File: config.mk
export PLATFORM = sky130hd
export DESIGN_NAME = mc_ctrl_flat
export DESIGN_NICKNAME = d
export VERILOG_FILES = /design/src/rtl/mc_pkg.sv /design/src/rtl/mc_ctrl_if.sv /design/src/rtl/mc_alu_dec.sv /design/src/rtl/mc_ctrl.sv /design/src/flat_wrapper.sv
export SDC_FILE = /design/constraint.sdc
export NUM_CORES = 1
export LEC_CHECK = 0
export ABC_AREA = 1
export BUFFER_PORTS_ARGS = -buffer_cell sky130_fd_sc_hd__buf_2
export CAP_MARGIN = 30
export CORE_MARGIN = 3
export CORE_UTILIZATION = 37
export CTS_CLUSTER_SIZE = 30
export DETAILED_ROUTE_END_ITERATION = 16
export GPL_TIMING_DRIVEN = 0
export MAX_ROUTING_LAYER = met4
export PLACE_DENSITY = 0.73
export SLEW_MARGIN = 20
export SYNTH_ARGS = -nofsm -noshare
export SYNTH_HDL_FRONTEND = slang
export SYNTH_SLANG_ARGS = --single-unit
File: constraint.sdc
create_clock -name clk -period 0.9 [get_ports clk]
set_input_delay 0.045 -clock clk [delete_from_list [all_inputs] [get_ports clk]]
set_output_delay 0.045 -clock clk [all_outputs]
set_load 0.03 [all_outputs]
File: src/rtl/mc_pkg.sv
// Shared encodings for the multi-cycle controller: FSM states, opcodes and
// ALU operation codes, plus a small opcode classification helper.
package mc_pkg;

    typedef enum logic [2:0] {
        FETCH  = 3'd0,
        DECODE = 3'd1,
        EXEC   = 3'd2,
        MEM    = 3'd3,
        WB     = 3'd4
    } state_e;

    localparam logic [6:0] OP_R   = 7'b0110011;
    localparam logic [6:0] OP_I   = 7'b0010011;
    localparam logic [6:0] OP_LW  = 7'b0000011;
    localparam logic [6:0] OP_SW  = 7'b0100011;
    localparam logic [6:0] OP_BEQ = 7'b1100011;

    localparam logic [3:0] ALU_ADD = 4'b0000;
    localparam logic [3:0] ALU_SUB = 4'b0001;
    localparam logic [3:0] ALU_AND = 4'b0010;
    localparam logic [3:0] ALU_OR  = 4'b0011;
    localparam logic [3:0] ALU_XOR = 4'b0100;
    localparam logic [3:0] ALU_SLT = 4'b0101;
    localparam logic [3:0] ALU_SLL = 4'b0110;
    localparam logic [3:0] ALU_SRL = 4'b0111;
    localparam logic [3:0] ALU_SRA = 4'b1000;

    // True for the opcodes the datapath can execute.
    function automatic logic op_supported(input logic [6:0] op);
        logic ok;
        case (op)
            OP_R, OP_I, OP_LW, OP_SW, OP_BEQ: ok = 1'b1;
            default:                          ok = 1'b0;
        endcase
        return ok;
    endfunction

endpackage

File: src/rtl/mc_ctrl_if.sv
// Unified-memory handshake between the controller (master) and memory (slave).
interface mc_ctrl_if;
    logic mem_req;
    logic mem_we;
    logic iord;
    logic mem_ready;

    modport master (output mem_req, output mem_we, output iord, input mem_ready);
    modport slave  (input mem_req, input mem_we, input iord, output mem_ready);
endinterface

File: src/rtl/mc_alu_dec.sv
// Combinational ALU operation decode from opcode/funct3/funct7 bit 5.
module mc_alu_dec
    import mc_pkg::*;
(
    input  logic [6:0] opcode,
    input  logic [2:0] funct3,
    input  logic       funct7_5,
    output logic [3:0] aluctrl
);

    // Map instruction fields to an ALU operation; unknown encodings fall back to ADD.
    always_comb begin
        aluctrl = ALU_ADD;
        case (opcode)
            OP_R: begin
                case (funct3)
                    3'b000:  aluctrl = funct7_5 ? ALU_SUB : ALU_ADD;
                    3'b001:  aluctrl = ALU_SLL;
                    3'b010:  aluctrl = ALU_SLT;
                    3'b011:  aluctrl = ALU_SLT;
                    3'b100:  aluctrl = ALU_XOR;
                    3'b101:  aluctrl = funct7_5 ? ALU_SRA : ALU_SRL;
                    3'b110:  aluctrl = ALU_OR;
                    3'b111:  aluctrl = ALU_AND;
                    default: aluctrl = ALU_ADD;
                endcase
            end
            OP_I: begin
                // Immediate forms have no SUB; bit 30 only selects arithmetic shift.
                case (funct3)
                    3'b000:  aluctrl = ALU_ADD;
                    3'b001:  aluctrl = ALU_SLL;
                    3'b010:  aluctrl = ALU_SLT;
                    3'b011:  aluctrl = ALU_SLT;
                    3'b100:  aluctrl = ALU_XOR;
                    3'b101:  aluctrl = funct7_5 ? ALU_SRA : ALU_SRL;
                    3'b110:  aluctrl = ALU_OR;
                    3'b111:  aluctrl = ALU_AND;
                    default: aluctrl = ALU_ADD;
                endcase
            end
            OP_LW, OP_SW: aluctrl = ALU_ADD;
            OP_BEQ:       aluctrl = ALU_SUB;
            default:      aluctrl = ALU_ADD;
        endcase
    end

endmodule

File: src/rtl/mc_ctrl.sv
// Multi-cycle controller: FETCH/DECODE/EXEC/MEM/WB Moore FSM driving the
// datapath enables and the unified-memory handshake.
// The opcode is read live from the instruction register, which holds steady
// from DECODE to WB, so no copy is kept here. Handshake-completion enables
// (ir_we/pc_we on mem_ready, branch pc_we on zero) must land in the same
// cycle as their qualifying input, so outputs are decoded from the state
// register and gated by active_r, which stays low until the first clock edge
// after reset release so that no request can appear during reset.
module mc_ctrl
    import mc_pkg::*;
(
    input  logic              clk,
    input  logic              rst_n,
    mc_ctrl_if.master         mem,
    input  logic [6:0]        opcode,
    input  logic [2:0]        funct3,
    input  logic              funct7_5,
    input  logic              zero,
    output logic              ir_we,
    output logic              pc_we,
    output logic              pc_src,
    output logic              alusrc,
    output logic [3:0]        aluctrl,
    output logic              regwrite,
    output logic              wb_sel,
    output logic [2:0]        state,
    output logic              illegal,
    output logic              retired
);

    state_e     state_r;
    logic       active_r;
    logic [3:0] dec_alu_s;
    logic       mem_req_s;
    logic       mem_we_s;
    logic       iord_s;

    mc_alu_dec u_alu_dec (
        .opcode   (opcode),
        .funct3   (funct3),
        .funct7_5 (funct7_5),
        .aluctrl  (dec_alu_s)
    );

    // State sequencing; held in FETCH until the first edge after reset release.
    always_ff @(posedge clk or negedge rst_n) begin
        if (!rst_n) begin
            state_r  <= FETCH;
            active_r <= 1'b0;
        end else if (!active_r) begin
            state_r  <= FETCH;
            active_r <= 1'b1;
        end else begin
            case (state_r)
                FETCH:   state_r <= mem.mem_ready ? DECODE : FETCH;
                DECODE:  state_r <= op_supported(opcode) ? EXEC : FETCH;
                EXEC: begin
                    case (opcode)
                        OP_LW, OP_SW: state_r <= MEM;
                        OP_BEQ:       state_r <= FETCH;
                        default:      state_r <= WB;
                    endcase
                end
                MEM: begin
                    if (mem.mem_ready) begin
                        state_r <= (opcode == OP_LW) ? WB : FETCH;
                    end else begin
                        state_r <= MEM;
                    end
                end
                WB:      state_r <= FETCH;
                default: state_r <= FETCH;
            endcase
        end
    end

    // Per-state output decode; everything not driven by a state stays 0 / ADD.
    always_comb begin
        mem_req_s = 1'b0;
        mem_we_s  = 1'b0;
        iord_s    = 1'b0;
        ir_we     = 1'b0;
        pc_we     = 1'b0;
        pc_src    = 1'b0;
        alusrc    = 1'b0;
        aluctrl   = ALU_ADD;
        regwrite  = 1'b0;
        wb_sel    = 1'b0;
        illegal   = 1'b0;
        retired   = 1'b0;
        if (active_r) begin
            case (state_r)
                FETCH: begin
                    mem_req_s = 1'b1;
                    ir_we     = mem.mem_ready;
                    pc_we     = mem.mem_ready;
                end
                DECODE: begin
                    illegal = ~op_supported(opcode);
                end
                EXEC: begin
                    aluctrl = dec_alu_s;
                    alusrc  = (opcode != OP_R) && (opcode != OP_BEQ);
                    pc_we   = (opcode == OP_BEQ) && zero;
                    pc_src  = (opcode == OP_BEQ) && zero;
                    retired = (opcode == OP_BEQ);
                end
                MEM: begin
                    mem_req_s = 1'b1;
                    iord_s    = 1'b1;
                    mem_we_s  = (opcode == OP_SW);
                    retired   = (opcode == OP_SW) && mem.mem_ready;
                end
                WB: begin
                    regwrite = 1'b1;
                    wb_sel   = (opcode == OP_LW);
                    retired  = 1'b1;
                end
                default: begin
                    mem_req_s = 1'b0;
                end
            endcase
        end else begin
            mem_req_s = 1'b0;
        end
    end

    assign mem.mem_req = mem_req_s;
    assign mem.mem_we  = mem_we_s;
    assign mem.iord    = iord_s;
    assign state       = state_r;

endmodule

File: src/flat_wrapper.sv
// flat-port wrapper written by rule: the top's interface ports become plain ports
module mc_ctrl_flat import mc_pkg::*;
  (clk, rst_n, opcode, funct3, funct7_5, zero, ir_we, pc_we, pc_src, alusrc, aluctrl, regwrite, wb_sel, state, illegal, retired, mem_mem_req, mem_mem_we, mem_iord, mem_mem_ready);
  mc_ctrl_if mem_i ();
  input  logic clk;
  input  logic rst_n;
  input  logic [6:0] opcode;
  input  logic [2:0] funct3;
  input  logic funct7_5;
  input  logic zero;
  output logic ir_we;
  output logic pc_we;
  output logic pc_src;
  output logic alusrc;
  output logic [3:0] aluctrl;
  output logic regwrite;
  output logic wb_sel;
  output logic [2:0] state;
  output logic illegal;
  output logic retired;
  output wire logic [$bits(mem_i.mem_req)-1:0] mem_mem_req;
  output wire logic [$bits(mem_i.mem_we)-1:0] mem_mem_we;
  output wire logic [$bits(mem_i.iord)-1:0] mem_iord;
  input wire logic [$bits(mem_i.mem_ready)-1:0] mem_mem_ready;
  assign mem_mem_req = mem_i.mem_req;
  assign mem_mem_we = mem_i.mem_we;
  assign mem_iord = mem_i.iord;
  assign mem_i.mem_ready = mem_mem_ready;
  mc_ctrl u_core (.clk(clk), .rst_n(rst_n), .mem(mem_i), .opcode(opcode), .funct3(funct3), .funct7_5(funct7_5), .zero(zero), .ir_we(ir_we), .pc_we(pc_we), .pc_src(pc_src), .alusrc(alusrc), .aluctrl(aluctrl), .regwrite(regwrite), .wb_sel(wb_sel), .state(state), .illegal(illegal), .retired(retired));
endmodule
# Yosys cells after proc, flatten, opt, wreduce, memory -nomap -nowiden

Cells that the tools add are included.

Register bits after elaboration: 4
Output and inout port bits: 18
Word-level logic and storage cells: 69
Input bits: 15

Reduce and logical (&&, ||, !) cells: 9
Bitwise logic cells: 1
Multiplexer cells: 39
Equal/unequal tests: 18

Operators with widths:

| cell                 | count |
|---|---|
| $pmux W4 S7          | 2 |
| $mux W1              | 25 |
| $eq A3 B3 Y1 const B | 5 |
| $eq A7 B6 Y1 const B | 2 |
| $eq A3 B2 Y1 const B | 4 |
| $mux W4              | 3 |
| $pmux W3 S4          | 1 |
| $pmux W4 S3          | 1 |
| $mux W3              | 3 |
| $eq A7 B2 Y1 const B | 1 |
| $eq A7 B5 Y1 const B | 1 |
| $eq A7 B7 Y1 const B | 1 |
| $ne A7 B6 Y1 const B | 1 |
| $ne A7 B7 Y1 const B | 1 |
| $eq A3 B1 Y1 const B | 2 |
| $logic_not A3 Y1     | 2 |
| $pmux W3 S2          | 1 |
| $reduce_or A2 Y1     | 3 |
| $reduce_or A5 Y1     | 1 |
| $logic_and A1 B1 Y1  | 3 |
| $pmux W1 S3          | 1 |
| $mux W2              | 1 |
| $pmux W1 S2          | 1 |
| $not A1 Y1           | 1 |

# Longest topological paths before layout

Gate-level depths: netlist (run 1).

Depth after elaboration: 8
Depth in mapped cells: 8
Gate-level depth less buffers: 8

# Cells and area by module

A second synthesis (run 1) with hierarchy kept.

Cell total of the unflattened synthesis: 115
Area, all modules: 584.3 um2

By module, submodules not included:

| module     | cells an instance | seq. area each (um2) | area each (um2) | times used |
|---|---|---|---|---|
| mc_ctrl    | 82                | 100.1                | 441.7           | 1 |
| mc_alu_dec | 33                | 0.0                  | 142.6           | 1 |

# Least setup slack after synthesis (run 1)

No wires, ideal clock.

Path type: flip-flop to output port
Start point: reg u_core.state_r[2], in the netlist u_core.state[2]
End point: out aluctrl[3]
Setup slack: -752 ps
Arrival: 1,607 ps
Buffers on the path: 0
Required time: 855 ps
Cell stages (with the launch flop): 6
Path through: dfrtp_1 inv_1 nand3_2 nor2_4 inv_1 nor3_1

Cells in the longest elaborated chain, start to end: 3

Ends and longest elaborated chain:

| item                   | RTL line           | source |
|---|---|---|
| from (decl)            | mc_ctrl.sv:31      | `state_e state_r;` |
| from (signal assigned) | mc_ctrl.sv:55      | `FETCH: state_r <= mem.mem_ready ? DECODE : FETCH;` |
| from (signal assigned) | mc_ctrl.sv:56      | `DECODE: state_r <= op_supported(opcode) ? EXEC : FETCH;` |
| from (signal assigned) | mc_ctrl.sv:66      | `state_r <= (opcode == OP_LW) ? WB : FETCH;` |
| $eq A3 B2 Y1           | mc_ctrl.sv:92      | `case (state_r)` |
| $mux W4                | mc_ctrl.sv:92      |  |
| $mux W4                | mc_ctrl.sv:91      | `if (active_r) begin` |
| to (decl)              | flat_wrapper.sv:15 | `output logic [3:0] aluctrl;` |

No other way between the ends.

# Worst setup path in the final report (run 1)

Start point: reg u_core.state_r[0], in the netlist u_core.state[0]
End point: out aluctrl[2]

Same word-level chain as after synthesis.

==> summary.md, run 1 <==
| Metric | Value |
|---|---|
| H-tree Lvls | 1 |
| Placed insts | 143 |
| Initial Utilization | 0.408 |
| Remaining Overflow, GRT | 0 |
| Routed wire length | 2.43 mm |
| Fin. Hold Viols | 0 |
| Root Driver | clkbuf_4 |
| Post-DP Area | 822 µm² |
| Wl on met1 | 851 µm |
| Post-Syn Nets | 111 |
| Maximum clock path buffer count | 2 |
| Failing checks | negative setup slack |
| Antenna-violating nets left | 0 |
| EDFF count, synth | 0 |
| FF+latch count, synth | 4 |
| Vias in the first global route | 756 |
| Post-Route Setup TNS | -9400 ps |
| Met2 wire len | 1.37 mm |
| Clock Latency Late Sink | 240 ps |
| Final Util | 0.856 |
| Routed len/inst | 15.0 µm |
| Worst Skew | 11.7 ps |
| Core region area | 1330 µm² |
| Clk slew on worst S/H paths | 50 ps |
| Pwr dens | 603 nW/µm² |
| Slew Viols, Final | 0 |
| Hold Path Class | input port to asynchronous set/reset pin |
| Main synth FF type | dfrtp_1 |
| GPL Wtd Cong | 0.803 |
| Post-synth top cells | 24 x nand2_1, 16 x inv_1, 12 x nor2_1, 6 x nor2_2, 6 x nor3_1 |
| Die width | 44.4 µm |
| Startpoint class of the critical path | flip-flop |
| Mean Syn Cell Area | 5.67 µm² |
| Min Tclk post-route | 1500 ps |
| Max frequency | 667 MHz |
| Status | complete, but fails checks |
| Worst setup EP type | primary output |
| Remaining DRCs | 0 |
| Hold slack | 138 ps |
| CP Max Fanout | 5 |
| Register area share after synthesis | 0.184 |
| NumNets Final | 163 |
| I/O pin count | 33 |
| Unique cell type count in the Yosys netlist | 21 |
| Period utilization | 1.67 |
| Die area | 1970 µm² |
| ANT cells | 0 |
| CTS tree | done |
| WS Path Type | flip-flop to primary output |
| Async set-reset flop share out of synthesis | 1.00 |
| Ys Warns | 0 |
| Rows | 13 |
| CTS buffer count | 3 |
| Post-Syn Instances | 96 |
| Port buffer count | 32 |
| Post-Layout Inst Area | 1140 µm² |
| Top cells by area, synth | dfrtp_1 18%, nand2_1 17%, inv_1 11%, nor2_1 8.3%, nor2_2 6.9% |
| Final setup violating endpoints | 21 |
| Max-cap violations | 0 |
| Clock Sinks | 4 |
| Die height | 44.4 µm |
| Fillers | 79 |
| Global Route Usage Sum | 0.215 |
| Layout area overhead | 110% |
| CP required | 850 ps |
| Initial DRC Count | 11 |
| Setup slack after layout | -599 ps |
| Unrepaired setup endpoints after global routing | true |
| Via count | 859 |
| Initial antenna violation count | 0 |
| First-pass GRT wire length | 3.13 mm |
| Count leader, synth | nand2_1 |
| Most area-hungry cell type in the Yosys netlist | dfrtp_1 |
| Detailed placement HPWL | 1.38 mm |
| Yosys top cell area share | 0.184 |
| Top Metal Used | met4 |
| Non-Filler Instances | 162 |
| Largest net degree at the start of global routing | 7 |
| Crit path DAT | 1450 ps |
| Layout cells sized above 1 | 0.633 |
| Pleak | 0.602 nW |
| DR WL met3 | 116 µm |
| Worst vdd ir | 0.744 mV |
| DR vias/cell | 5.30 |
| DRT Pass-1 Iters | 4 |
| Cell Area, Synth | 544 µm² |
through the flow:
step / power [mW] / worst slack (ps)
CTS: 0.662 / -522
detailed placement: 0.392 / -372
global placement: 0.386 / -361
floorplan: 0.319 / -354
finish: 0.689 / -599
global route: 0.736 / -675
final timing paths:
kind                                      startpoint                         to  slack (ps)  cells past startpoint
hold / removal                                 rst_n  u_core.state[0]$_DFF_PN0_         140                      2
setup reg to reg           u_core.state[1]$_DFF_PN0_  u_core.state[2]$_DFF_PN0_        -440                      7
max in group asynchronous                      rst_n  u_core.state[1]$_DFF_PN0_         610                      2
setup / recovery           u_core.state[0]$_DFF_PN0_                 aluctrl[2]        -600                      6
min in group clk                           opcode[4]  u_core.state[2]$_DFF_PN0_         170                      4
hold reg to reg            u_core.active_r$_DFF_PN0_  u_core.state[0]$_DFF_PN0_         630                      3
flip-flops by register name, summed over array words and instances, names as in the netlist:
register         count
u_core.state         3
u_core.active_r      1
metal layers:
layer	vias to the layer above	global-route usage
met3	8	0.0407
met5	-	-
met2	41	0.387
met1	404	0.250
met4	0	0.0301
li1	406	-
worst max-delay path, stage by stage (launching register included):
cell,delay (ps)
dfrtp_2,450
inv_2,100
nand3_4,90
nor2_4,180
nand2_2,130
a21oi_4,130
buf_6,140
final cells by class:
cell class / count / area (µm²) / share of cell area
inverters: 19 / 73.8 / 0.0647
flip-flops and latches: 4 / 104 / 0.0910
repair buffers: 47 / 388 / 0.340
well taps: 15 / 18.8 / 0.0164
clock buffers: 4 / 26.3 / 0.0230
multi-input cells: 73 / 531 / 0.465
kinds of logic after synthesis:
kind of cell / synth area share
flip-flops: 0.184
AO/OA/AOI/OAI: 0.0966
other: 0.00689
AND/OR/NAND/NOR: 0.582
buffers and inverters: 0.131
report_power, final:
group	switching (mW)	internal, mW
logic	0.157	0.0899
registers	0.00724	0.186
clock network	0.0815	0.167
repair_timing:
| action | in CTS | in global routing |
|---|---|---|
| gates cloned | 0 | 0 |
| resized for setup | 35 | 21 |
| setup buffers | 7 | 9 |
| endpoints found under the hold margin | 4 | 0 |
| hold buffers | 1 | 0 |
| pin swaps | 11 | 9 |
| setup endpoints to repair | 20 | 21 |
cell usage in the layout, fill, tap and decap left out:
cell type / synthesis / layout
nor2_4: 2 / 9
nor3_4: 0 / 3
inv_4: 0 / 1
buf_4: 0 / 13
nor3_2: 1 / 2
conb_1: 1 / 1
a22oi_1: 1 / 1
nand3_2: 3 / 3
nand3b_1: 1 / 1
a21oi_4: 0 / 1
clkbuf_4: 0 / 4
o21ai_1: 0 / 1
nand3_4: 0 / 2
buf_6: 0 / 18
nand2_2: 1 / 3
clkbuf_1: 0 / 1
nand2_1: 24 / 21
o21ai_0: 4 / 3
buf_2: 0 / 14
dlygate4sd3_1: 0 / 1
a21oi_1: 2 / 2
o22ai_4: 0 / 1
dfrtp_1: 4 / 1
nand3_1: 5 / 3
and2_4: 0 / 1
nand4_1: 1 / 1
inv_1: 16 / 12
nor2_1: 12 / 3
nand2_4: 0 / 1
nor3_1: 6 / 2
inv_2: 3 / 6
dfrtp_2: 0 / 3
nor2_2: 6 / 8
Note: power is estimated with default switching activity, not from simulation.
==> inputs of run 2 (changes only) <==
- ABC_AREA: 1 -> default
- BUFFER_PORTS_ARGS: -buffer_cell sky130_fd_sc_hd__buf_2 -> -buffer_cell sky130_fd_sc_hd__buf_4
- CORE_UTILIZATION: 37 -> 30
- PLACE_DENSITY: 0.73 -> default
==> summary.md, run 2 <==
| Metric | Value |
|---|---|
| Status | complete, but fails checks |
| Failing checks | negative setup slack |
| Clk slew on worst S/H paths | 40 ps (about the same) |
| Async set-reset flop share out of synthesis | 1.00 (unchanged) |
| Vias in the first global route | 759 (+0.40%) |
| WS Path Type | flip-flop to primary output |
| DRT Pass-1 Iters | 3 (-1) |
| CTS tree | done |
| Remaining Overflow, GRT | 0 (unchanged) |
| Cell Area, Synth | 538 µm² (-1.1%) |
| Min Tclk post-route | 1740 ps (+240 ps) |
| Final setup violating endpoints | 21 (unchanged) |
| Slowest cell delay on critical path | 410 ps (-40 ps) |
| Register Area | 104 µm² (unchanged) |
| Layout cells sized above 1 | 0.718 (+0.0851) |
| Period utilization | 1.93 (+0.267) |
| Die width | 48.4 µm (+9.0%) |
| ANT cells | 0 (unchanged) |
| DR vias/cell | 5.07 (-4.4%) |
| Count leader, synth | nand2_1 |
| Top cells by area, synth | dfrtp_1 19%, nand2_1 6.3%, nor3_1 5.6%, nand4bb_4 5.1%, nor4bb_4 4.7% |
| Initial DRC Count | 5 (-6) |
| Mean Syn Cell Area | 7.91 µm² (+40%) |
| NumNets Final | 140 (-14%) |
| Via count | 750 (-13%) |
| Ys Warns | 0 (unchanged) |
| Startpoint class of the critical path | flip-flop |
| Post-Syn Nets | 83 (-25%) |
| Layout area overhead | 133% |
| Die height | 48.4 µm (+9.0%) |
| Routed len/inst | 14.7 µm (-2.1%) |
| Critical path, cell by cell | buf_6 -> nor4bb_4 -> and3_4 -> a41oi_2 -> o31ai_4 -> buf_6 |
| Hold Path Class | input port to flip-flop |
| Leading cell types in the layout, fill and taps excluded | 28 x buf_4, 25 x buf_6, 8 x nand2_1 |
| FF+latch count, synth | 4 (unchanged) |
| Crit path DAT | 1690 ps (+240 ps) |
| Detailed placement HPWL | 1.37 mm (-0.82%) |
| Max reg flops | 3 (unchanged) |
| Worst vdd ir | 0.483 mV (-35%) |
| Port buffer count | 32 (unchanged) |
| Core region area | 1590 µm² (+20%) |
| CP Max Fanout | 4 (-1) |
| Clock Latency Late Sink | 240 ps (about the same) |
| CTS buffer count | 3 (unchanged) |
| Unique cell type count in the Yosys netlist | 34 (+62%) |
| Rows | 14 (+1) |
| Area of the multi-input gates | 568 µm² (+7.1%) |
| Die area | 2340 µm² (+19%) |
| I/O pin count | 33 (unchanged) |
| Max-cap violations | 0 (unchanged) |
| Most area-hungry cell type in the Yosys netlist | dfrtp_1 |
| Largest net degree at the start of global routing | 9 (+2) |
| Routed wire length | 2.18 mm (-11%) |
| Pwr dens | 609 nW/µm² (+1.0%) |
| Antenna-violating nets left | 0 (unchanged) |
| Post-Syn Instances | 68 (-29%) |
| Yosys top cell area share | 0.186 (+0.00214) |
| CP required | 850 ps (about the same) |
| Fillers | 106 (+34%) |
| Hold slack | 89.9 ps (-48.1 ps) |
| Main synth FF type | dfrtp_1 |
| Fin. Hold Viols | 0 (unchanged) |
| Max frequency | 575 MHz (-14%) |
| Unrepaired setup endpoints after global routing | true |
| Slowest cell on crit path | dfrtp_2 |
| Post-Route Setup TNS | -11,890 ps (-2490 ps) |
| First-pass GRT wire length | 3.43 mm (+9.5%) |
| Root Driver | clkbuf_4 |
| Slew Viols, Final | 0 (unchanged) |
| Worst Skew | 3.35 ps (-8.37 ps) |
| Remaining DRCs | 0 (unchanged) |
| GPL Wtd Cong | 0.711 (-11%) |
| Global Route Usage Sum | 0.190 (-0.0244) |
| EDFF count, synth | 0 (unchanged) |
| Pleak | 0.532 nW (-12%) |
| Clock Sinks | 4 (unchanged) |
| Initial Utilization | 0.338 (-0.0705) |
| Initial antenna violation count | 0 (unchanged) |
| Setup slack after layout | -839 ps (-240 ps) |
| Commonest non-fill, non-tap cell in the layout | buf_4 |
| Crit path top cell by count | buf_6 |
| Register area share after synthesis | 0.186 (+0.00214) |
| H-tree Lvls | 1 (unchanged) |
| Worst setup EP type | primary output |
| Post-synth top cells | 9 x nand2_1, 6 x nor2_1, 6 x nor3_1, 5 x inv_1, 4 x dfrtp_1 |
| Maximum clock path buffer count | 2 (unchanged) |
==> run 2: changes by cell type after synthesis, moves of 3 or more <==
cell	delta
inv_2	-3
nor2_2	-6
nor2_1	-6
inv_1	-11
nand3_1	-4
nand2_1	-15
nand3_2	-3
==> run 2: path summary, 6_finish.rpt <==
path,startpoint,endpoint,slack [ps],depth (start not counted)
hold reg to reg,u_core.state[1]$_DFF_PN0_,u_core.state[0]$_DFF_PN0_,740,3
max in group asynchronous,rst_n,u_core.state[2]$_DFF_PN0_,660,2
min in group asynchronous,rst_n,u_core.state[0]$_DFF_PN0_,120,2
setup reg to reg,u_core.state[0]$_DFF_PN0_,u_core.state[1]$_DFF_PN0_,-440,4
setup / recovery,u_core.state[0]$_DFF_PN0_,retired,-840,6
hold / removal,opcode[5],u_core.state[2]$_DFF_PN0_,90,2
==> run 2: cells by family (layout without fill, tap and decap cells) <==
| family | count (synthesis) | count (layout) | synth area share |
|---|---|---|---|
| other | 1 | 1 | 0.00697 |
| and+or+nand+nor | 41 | 41 | 0.528 |
| AOI/OAI and AO/OA | 13 | 13 | 0.170 |
| buffers and inverters | 7 | 63 | 0.0767 |
| DFF | 4 | 4 | 0.186 |
| xor gates and xnor gates | 2 | 2 | 0.0326 |
==> run 2: what timing repair did <==
| action | CTS | global route |
|---|---|---|
| pin swaps | 11 | 10 |
| cloned | 0 | 0 |
| gates resized for setup | 24 | 15 |
| hold buffers | 1 | 0 |
| endpoints found under the hold margin | 4 | 0 |
| setup buffers | 9 | 10 |
| setup endpoints to repair | 19 | 21 |
==> run 2: layout make-up <==
cell class              count  share of cell area
plain buffers               2              0.0180
clock buffers               4              0.0210
inverters                   5              0.0170
multi-input cells          57               0.454
flip-flops and latches      4              0.0830
well taps                  24              0.0240
repair buffers             52               0.383
==> run 2: through the flow <==
| stage | std cells | util | cell area [µm²] | power, mW | setup slack (ps) |
|---|---|---|---|---|---|
| floorplan | 68 | - | 639 | 0.314 | -802 |
| global placement | 124 | 0.571 | 910 | 0.425 | -824 |
| detailed placement | 124 | 0.571 | 910 | 0.427 | -806 |
| CTS | 138 | 0.695 | 1110 | 0.721 | -838 |
| global route | 148 | 0.785 | 1250 | 0.828 | -931 |
| finish | 148 | 0.785 | 1250 | 0.763 | -839 |
==> run 2: critical path: cells and delay by family, from the launching register on <==
family / cells / cell delay (ps)
AO/OA/AOI/OAI: 2 / 250
buffers and inverters: 2 / 290
flip-flops: 1 / 410
AND/OR/NAND/NOR: 2 / 500
==> run 2: power breakdown <==
part           leakage, nW  switching, mW  total, mW  internal [mW]
Sequential          0.0479        0.00745      0.194          0.186
Clock               0.0150         0.0919      0.259          0.168
Combinational        0.470          0.157      0.309          0.152
==> run 2: per-layer routing <==
layer | global-route usage | vias to the layer above | routed length [µm]
met2 | 0.346 | 25 | 1210
li1 | - | 363 | -
met3 | 0.0613 | 6 | 97
met5 | - | - | 0
met1 | 0.191 | 356 | 826
met4 | 0.0664 | 0 | 43
